**src/rtl/mem_arbiter.sv**
```systemverilog
// mem_arbiter: shares one RAM port between instruction fetch and data
// load/store. The grant FSM moves IDLE -> GRANT -> RESP. Ties go to the side
// that was not served last. A watchdog aborts a grant that never sees ACCESS.
// All outputs decode from registered state only.
module mem_arbiter #(
    parameter int WORD_W  = 32,
    parameter int TIMEOUT = 15
) (
    input  logic              CLK,
    input  logic              nRST,
    input  logic              iREN,
    input  logic [WORD_W-1:0] iaddr,
    input  logic              dREN,
    input  logic              dWEN,
    input  logic [WORD_W-1:0] daddr,
    input  logic [WORD_W-1:0] dstore,
    output logic              iwait,
    output logic [WORD_W-1:0] iload,
    output logic              dwait,
    output logic [WORD_W-1:0] dload,
    output logic              err,
    output logic              ramREN,
    output logic              ramWEN,
    output logic [WORD_W-1:0] ramaddr,
    output logic [WORD_W-1:0] ramstore,
    input  logic [WORD_W-1:0] ramload,
    input  logic [1:0]        ramstate
);

    localparam int CNT_W = $clog2(TIMEOUT + 1);
    localparam logic [CNT_W-1:0] CNT_LAST = CNT_W'(TIMEOUT - 1);
    localparam logic [CNT_W-1:0] CNT_MAX  = CNT_W'(TIMEOUT);

    localparam logic OWN_INST = 1'b0;
    localparam logic OWN_DATA = 1'b1;
    localparam logic KIND_READ  = 1'b0;
    localparam logic KIND_WRITE = 1'b1;

    localparam logic [1:0] RAM_ACCESS = 2'd2;
    localparam logic [1:0] RAM_ERROR  = 2'd3;

    typedef enum logic [1:0] {
        S_IDLE  = 2'd0,
        S_GRANT = 2'd1,
        S_RESP  = 2'd2
    } state_t;

    state_t            state_q, state_d;
    logic              owner_q;
    logic              kind_q;
    logic              last_grant_q;
    logic [CNT_W-1:0]  cnt_q;
    logic [WORD_W-1:0] addr_q;
    logic [WORD_W-1:0] store_q;
    logic [WORD_W-1:0] iload_q;
    logic [WORD_W-1:0] dload_q;
    logic              err_q;

    // Arbitration and completion decode shared by the FSM and the datapath.
    logic i_req, d_req, grant_valid, grant_owner;
    logic access_hit, abort_hit;

    // Pick the requester: an uncontested side wins, a tie goes away from last_grant.
    always_comb begin
        i_req       = iREN;
        d_req       = dREN | dWEN;
        grant_valid = i_req | d_req;
        grant_owner = OWN_INST;
        if (i_req && d_req) begin
            grant_owner = (last_grant_q == OWN_DATA) ? OWN_INST : OWN_DATA;
        end else if (d_req) begin
            grant_owner = OWN_DATA;
        end
        access_hit = (state_q == S_GRANT) && (ramstate == RAM_ACCESS);
        abort_hit  = (state_q == S_GRANT) && (ramstate != RAM_ACCESS) &&
                     ((ramstate == RAM_ERROR) || (cnt_q == CNT_LAST));
    end

    // State register.
    always_ff @(posedge CLK) begin
        if (!nRST) begin
            state_q <= S_IDLE;
        end else begin
            state_q <= state_d;
        end
    end

    // Next-state logic: RESP always lasts exactly one cycle.
    always_comb begin
        state_d = state_q;
        case (state_q)
            S_IDLE:  if (grant_valid) state_d = S_GRANT;
            S_GRANT: if (access_hit || abort_hit) state_d = S_RESP;
            S_RESP:  state_d = S_IDLE;
            default: state_d = S_IDLE;
        endcase
    end

    // Output decode from registered state only.
    always_comb begin
        ramREN = 1'b0;
        ramWEN = 1'b0;
        iwait  = 1'b1;
        dwait  = 1'b1;
        err    = 1'b0;
        case (state_q)
            S_GRANT: begin
                ramREN = (kind_q == KIND_READ);
                ramWEN = (kind_q == KIND_WRITE);
            end
            S_RESP: begin
                iwait = (owner_q != OWN_INST);
                dwait = (owner_q != OWN_DATA);
                err   = err_q;
            end
            default: ;
        endcase
    end

    // Transaction latches, watchdog counter, load capture and fairness flag.
    always_ff @(posedge CLK) begin
        if (!nRST) begin
            owner_q      <= OWN_INST;
            kind_q       <= KIND_READ;
            last_grant_q <= OWN_DATA;
            cnt_q        <= '0;
            addr_q       <= '0;
            store_q      <= '0;
            iload_q      <= '0;
            dload_q      <= '0;
            err_q        <= 1'b0;
        end else begin
            if (state_q == S_IDLE && grant_valid) begin
                owner_q <= grant_owner;
                kind_q  <= (grant_owner == OWN_DATA && dWEN) ? KIND_WRITE : KIND_READ;
                addr_q  <= (grant_owner == OWN_DATA) ? daddr : iaddr;
                if (grant_owner == OWN_DATA) begin
                    store_q <= dstore;
                end
                cnt_q   <= '0;
            end
            if (state_q == S_GRANT && ramstate != RAM_ACCESS && cnt_q != CNT_MAX) begin
                cnt_q <= cnt_q + 1'b1;
            end
            if (access_hit) begin
                if (owner_q == OWN_INST) begin
                    iload_q <= ramload;
                end else if (kind_q == KIND_READ) begin
                    dload_q <= ramload;
                end
                err_q        <= 1'b0;
                last_grant_q <= owner_q;
            end else if (abort_hit) begin
                err_q        <= 1'b1;
                last_grant_q <= owner_q;
            end
        end
    end

    assign iload    = iload_q;
    assign dload    = dload_q;
    assign ramaddr  = addr_q;
    assign ramstore = store_q;

endmodule

```
**config.mk**
```make
export PLATFORM = sky130hd
export DESIGN_NAME = mem_arbiter
export DESIGN_NICKNAME = d
export VERILOG_FILES = /design/src/rtl/mem_arbiter.sv
export SDC_FILE = /design/constraint.sdc
export NUM_CORES = 1
export LEC_CHECK = 0
export CAP_MARGIN = 20
export CORE_ASPECT_RATIO = 1.2
export CORE_MARGIN = 1
export CORE_UTILIZATION = 30
export DETAILED_ROUTE_END_ITERATION = 7
export GPL_TIMING_DRIVEN = 0
export SLEW_MARGIN = 20
export SYNTH_ARGS = -nofsm -noshare
export SYNTH_HDL_FRONTEND = slang
export SYNTH_SLANG_ARGS = --single-unit
```
**constraint.sdc**
```tcl
create_clock -name CLK -period 3 [get_ports CLK]
set_clock_uncertainty 0.2 [all_clocks]
set_input_delay 0.45 -clock CLK [delete_from_list [all_inputs] [get_ports CLK]]
set_output_delay 0.45 -clock CLK [all_outputs]
set_load 0.03 [all_outputs]
```
## Yosys cells after proc, flatten, opt, wreduce, memory -nomap -nowiden

Index checks and enable logic that the tools add are counted.

- Output and inout port bits: 133
- Bits of input ports: 135
- Bits in registers: 138
- Logic and storage cells: 59

- Add/subtract/negate cells: 1
- Reductions and logical operators: 17
- Muxes and demuxes: 17
- Bitwise gates (word level): 5
- Equal/unequal tests: 9

Operators with widths:

| operator | number |
|---|---|
| 32-bit 2-to-1 mux | 1 |
| 1-bit 2-to-1 mux | 11 |
| 4-bit 2-to-1 mux | 2 |
| 1-bit logical AND | 7 |
| 2-bit equality test (second input constant) | 3 |
| 2-bit AND reduction | 3 |
| 4-bit by 1-bit adder with 4-bit output (second input constant) | 1 |
| 4-bit equality test (second input constant) | 1 |
| 2-bit 2-to-1 mux | 2 |
| 2-bit inequality test (second input constant) | 2 |
| 4-bit inequality test (second input constant) | 1 |
| 2-bit one-hot mux with 2 select lines | 1 |
| 2-bit nonzero test | 2 |
| 1-bit NOT | 3 |
| 3-bit AND reduction | 1 |
| 2-bit by 1-bit equality test with 1-bit output (second input constant) | 1 |
| 2-bit zero test | 1 |
| 1-bit logical OR | 2 |
| 2-bit by 1-bit inequality test with 1-bit output (second input constant) | 1 |
| 1-bit OR | 2 |
| 2-bit OR reduction | 1 |

## Logic depth before layout (Yosys ltp)

- Depth in word-level cells: 6
- Depth in mapped cells: 7

## Worst setup path before layout

No wires, ideal clock.

- Path type: register to register
- From: register state_q[0]
- To: register dload_q[11], in the netlist dload[11]
- Data required time: 2724 ps
- Path slack: 1115 ps
- Cell stages (with the launch flop): 7
- Arrival time: 1610 ps
- Cell sequence: dfxtp_1 nor3b_2 and3_1 buf_2 buf_4 nand2_1 a21boi_0

- Word-level cells in the longest chain between the ends: 3

RTL lines:

| what | RTL line | source |
|---|---|---|
| start, declared | 48 | `state_t state_q, state_d;` |
| start signal, assigned | 84 | `state_q <= state_d;` |
| 2-bit by 1-bit equality test with 1-bit output | 74 | `access_hit = (state_q == S_GRANT) && (ramstate == RAM_ACCESS);` |
| 1-bit logical AND | 74 |  |
| 3-bit AND reduction (no line) | - |  |
| end signal, assigned | 149 | `dload_q <= ramload;` |
| end, declared | 56 | `logic [WORD_W-1:0] dload_q;` |

No other way between the ends.
A chain may end at the register's enable or synchronous reset.

## Worst setup path in the final report

- From: register state_q[0]
- To: output ramWEN

- Word-level cells in the longest chain between the ends: 2

RTL lines:

| what | RTL line | source |
|---|---|---|
| 2-bit by 1-bit equality test with 1-bit output | 106 | `case (state_q)` |
| 1-bit 2-to-1 mux | 106 |  |
| end, declared | 23 | `output logic ramWEN,` |

No other way between the ends.

==> out/qor.yml <==
r2r-start: "last_grant_q"
die-area_sq_um: 18600
hold_violations: 0
yosys_warnings: 0
post_cts_resized: 0
fin_setup_tns_ns: 0
yosys.area.top_type: "dfxtp_1"
drcViolationCount: 0
start_util: 0.308
wl_per_cell_um: 14.6
io_pins: 268
fin_crit_sh: 0.876
synth_area_sq_um: 5420
drt_pass1_iterations: 5
worstMarginPinSlew_ns: 0.723
ant_nets: 0
max_slew_margin: 0.518
power.density_nw_per_um2: 558
fillCellCount: 1716
synth_cell_types: 35
synth.net_count: 795
grt_pass1_wl_um: 27600
layout_commonest_cell: "clkdlybuf4s50_1"
fmax_ghz: 0.380
port-buffer-count: 266
p_leak_nw: 3.19
final_cells: 1176
antenna_found_initial: 0
drive_gt1_frac: 0.0544
peakVddDrop_uv: 337
crit_arrival_ns: 1.98
multiInputGateArea_sq_um: 2420
critPathKind: "reg -> out"
min_period_ns: 2.63
fp.dieH_um: 149
rsz0062_at_grt: "no"
grt.total_usage: 0.186
cts-root-buf: "clkbuf_16"
clkSinkCount: 138
crit_required_ns: 2.35
nNetsFinal: 1080
ys_ff_latch: 138
end_kind: "primary output"
synth_top_area_frac: 0.510
rows: 53
overflow: 0
drt_iter0_markers: 190
synthCells: 658
grt_pass1_vias: 5430
synth_area_per_cell_sq_um: 8.23
core_area_sq_um: 17600
dp_slack_ns: 0.330
min_from: "nRST"
postCtsSetupBuffers: 0
layout_common_cells: "266 x clkdlybuf4s50_1, 230 x nand2_1, 138 x dfxtp_1"
clk_latency_ns: 0.41
clock_path_buffers: 2
hp-class: "in -> reg"
status: "finished clean"
cts_tree: "done"
synth_edf_count: 0
hold_buffers: 0
cts_inserted_buffers: 17
grt_max_degree: 17
slew_viol_final: 0
routed-via-count: 5401
cp_max_fo: 8
cap_violations: 0
crit_start: "state_q[0]"
post-dp-hpwl_um: 13000
crit_path_start_kind: "register"
ys_seq_area_frac: 0.510
routed_via_density: 4.59
postRouteWirelength_um: 17200
globalplace.congestion: 0.756
setup_viol_count_final: 0
async_reset_ff_frac: 0
diodes: 0
die_x_um: 125
seqCellArea_sq_um: 2760
synth_area_leaders: "dfxtp_1 51%, nand2_1 16%, a21boi_0 7.3%"
clk_pin_slew_ns: 0.06
synth_flop_cell: "dfxtp_1"
fin_ws_ns: 0.371
placed_cells: 1144
area_delta_synth_final_pct: 64.6
cts_max_level: 4
-- final cells by class --
| class | count | area share |
|---|---|---|
| tap | 220 | 0.0309 |
| clock buffer | 19 | 0.0497 |
| clock inverter | 13 | 0.0133 |
| timing repair buffer | 266 | 0.299 |
| buffer | 49 | 0.0257 |
| sequential | 138 | 0.310 |
| inverter | 1 | 0.000421 |
| multi-input combinational | 470 | 0.272 |
-- report_power, final --
| group | switching [mW] | internal [mW] | total [mW] |
|---|---|---|---|
| registers | 0.0602 | 1.94 | 2.00 |
| clock network | 0.843 | 1.17 | 2.01 |
| logic | 0.521 | 0.446 | 0.967 |
| total | 1.42 | 3.56 | 4.98 |
-- kinds of logic (layout without fill, tap and decap cells) --
| group | count (synthesis) | after routing | share of synthesized area |
|---|---|---|---|
| AO/OA/AOI/OAI | 207 | 207 | 0.246 |
| XOR/XNOR | 1 | 1 | 0.00162 |
| adder cells (fa/ha/maj) | 2 | 2 | 0.00462 |
| buffers and inverters | 50 | 348 | 0.0430 |
| flip-flops | 138 | 138 | 0.510 |
| multiplexers | 1 | 1 | 0.00185 |
| AND/OR/NAND/NOR | 259 | 259 | 0.193 |
-- final timing paths --
check                               endpoint  slack, ns  cells after the start
worst max-delay path                  ramWEN       0.37                      3
worst min-delay path            last_grant_q       0.19                      2
worst max register to register   ramstore[4]       1.04                      5
worst min register to register      dload[3]       0.25                      2
-- worst max-delay path, cell delays in order (launching register included) --
cell,delay [ns]
dfxtp_1,0.46
nor2b_1,0.25
and2_1,0.16
clkdlybuf4s50_1,0.69
-- through the flow --
step,power [mW],hold WS [ns],util,area (sq um)
2_1_floorplan,2.52,0.261,-,5420
3_3_place_gp,3.02,0.240,0.475,8360
3_5_place_dp,3.02,0.244,0.475,8360
4_1_cts,5.04,0.174,0.507,8920
5_1_grt,5.20,0.191,0.507,8920
6_report,4.98,0.185,0.507,8920
-- state kept, by name, indices dropped and copies added (netlist names) --
signal	flops
err_q	1
ramstore	32
dload	32
state_q	2
ramaddr	32
iload	32
owner_q	1
cnt_q	4
kind_q	1
last_grant_q	1
-- routing by layer --
layer  vias up  track usage  wire (um)
li1       2760            -          -
met1      2439        0.209       7190
met2       180        0.325       8330
met3        22       0.0628       1360
met4         0       0.0699        306
met5         -            0          0
-- cells in the mapped netlist (2+ instances only) --
library cell,number
a21oi_1,65
nand2b_1,4
nor3_2,2
a21boi_1,47
buf_4,3
and2_1,4
o21ai_0,33
nand3_1,5
a21boi_0,53
nor2b_1,4
ha_1,2
clkbuf_1,33
nor2_1,2
nand2_1,230
a31oi_1,2
buf_2,9
buf_6,3
dfxtp_1,138
nor3_1,3
No activity file was read; power rests on OpenSTA's default activity.
==> RTL change, RTL diff (config.mk and constraints unchanged) <==
`TIMEOUT`: 15 -> 16.
--- a/src/rtl/mem_arbiter.sv
+++ b/src/rtl/mem_arbiter.sv
@@ -6,3 +6,3 @@
     parameter int WORD_W  = 32,
-    parameter int TIMEOUT = 15
+    parameter int TIMEOUT = 16
 ) (
Check against the original RTL: no difference found for any inputs over 4 cycles, from zero or initial values and one cycle with nRST low; that may be too few to reach the edited logic, so the function may still have changed.
==> RTL change against the unedited design <==
- via count rose by 14%
- design area grew 3.7%
- routed wire length grew 24%
- critical path depth did not move
- cell count increased by 5.8%
- die area rose by 4.4%
- core utilization down 0.24 points
- area after synthesis rose by 4.5%
- count of clock-buffer cells in the layout fell by 1
- sequential cell count grew 1
- worst setup slack got worse by 0.14 ns
- total power is 6.4% higher
- largest power group unchanged
==> RTL change: results (changes against the unedited design) <==
Netlist cell types=39 (+11%); CTS clock-pin slew for the worst setup and hold paths=0.06 ns (about the same); Antenna Cells=0 (unchanged); global router's overall resource usage=0.219 (+0.0332); CP max-delay cell=clkdlybuf4s50_1; Yosys Warn Count=0 (unchanged); first-pass GRT wire length=33.1 mm (+20%); Skew-Pair Late Insertion Delay=roughly 0.42 ns; Num CTS Buffers=17 (unchanged); GRT met1 Usage=0.249 (+0.0395); Worst EP arrival=2.12 ns (+0.14 ns); maximum fanout along the worst path=7 (-1); Commonest cells post-synth=dfxtp_1, a21oi_1, nand3_1, o21ai_0, nand2_1; end of the worst register-to-register path=ramaddr[28]$_SDFFE_PN0P_; Lkg Pwr=3.20 nW (+0.21%); GPL Wtd Cong=0.772 (+2.1%); met3 Use GR=0.0892 (+0.0264); Area after DPL=8640 µm² (+3.4%); initial antenna violation count=0 (unchanged); Worst VDD drop=382 µV (+13%); Hold EP=last_grant_q$_SDFFE_PN1P_; final net count=1117 (+3.4%); number of DRC markers in iteration 0=295 (+55%); Hold Path Origin=nRST; share of cells above drive strength 1=0.0696 (+0.0152); asr flop ratio synth=0 (unchanged); Port Buffer Count=266 (unchanged); GR Layer Usage met2=0.375 (+0.0496); Place WS=0.498 ns (+0.168 ns); FF-to-FF path depth=5 (unchanged); Mapped Nets=832 (+4.7%); vias=6173 (+14%); Total Wirelength=21.2 mm (+24%); top post-synthesis cells by area=dfxtp_1, a21oi_1, nand3_1; post-synthesis sequential area ratio=0.492 (-0.0182); Clock Tree Root=clkbuf_16; Clock Path Buffers=2 (unchanged); reg2reg setup slack=1.13 ns (+0.09 ns); outcome=finished, final reports clean; final HPWL from detailed placement=16.0 mm (+23%); Initial DRT Pass Iterations=4 (-1); RR Startpoint=state_q[1]$_SDFFE_PN0P_; Hold/Removal Path Class=in -> reg; Slew @ Worst Pin=0.738 ns (+0.0155 ns)
==> RTL change: layout make-up <==
class	instances	area, µm²
plain buffers	75	324
clock buffers	18	439
clock inverters	14	169
fillers	1826	9060
inverters	5	18.8
multi-input cells	475	2530
flip-flops and latches	139	2780
well taps	252	315
repair buffers	266	2670
==> RTL change: cell families (layout without fill, tap and decap cells) <==
logic type	Yosys count	after routing	synth area share
AND/OR/NAND/NOR	198	198	0.166
AO/OA/AOI/OAI	274	274	0.275
buffers and inverters	80	378	0.0606
adder cells (fa/ha/maj)	3	3	0.00663
flip-flops	139	139	0.492
==> RTL change: worst max-delay path, delay by kind of cell (launching register included) <==
kind,cells,cell delay (ns)
buffers and inverters,1,0.68
flip-flops,1,0.40
AND/OR/NAND/NOR,2,0.61
==> RTL change: stage by stage <==
stage / cells / util / hold slack, ns
floorplan: 694 / - / 0.253
global placement: 1212 / 0.472 / 0.261
detailed placement: 1212 / 0.472 / 0.267
CTS: 1244 / 0.505 / 0.158
global route: 1244 / 0.505 / 0.194
finish: 1244 / 0.505 / 0.171
==> RTL change: per-layer routing <==
layer	wire length, µm	up-vias	share of wire
li1	-	3084	-
met1	8660	2843	0.41
met2	10400	231	0.49
met3	1930	15	0.091
met4	244	0	0.012
met5	0	-	0
==> RTL change: worst max-delay path by stage <==
stage	from	end	slack, ns
after floorplan	owner_q$_SDFFE_PN0P_	iwait	1.31
after global placement	owner_q$_SDFFE_PN0P_	iwait	0.48
after detailed placement	owner_q$_SDFFE_PN0P_	iwait	0.50
final	state_q[0]$_SDFFE_PN0P_	ramWEN	0.23
after global routing	state_q[0]$_SDFFE_PN0P_	ramWEN	0.12
after CTS	owner_q$_SDFFE_PN0P_	iwait	0.03
==> RTL change: report_power, final <==
part           leakage, nW  internal, mW  switching, mW  total, mW
Clock                0.296          1.33          0.846       2.18
Sequential            1.13          1.96         0.0593       2.01
Combinational         1.77         0.468          0.638       1.11
Total                 3.20          3.75           1.54       5.30
==> RTL change: repair_timing <==
action,CTS,global route
gates resized for setup,0,1
endpoints found under the hold margin,0,0
setup endpoints to repair,0,1
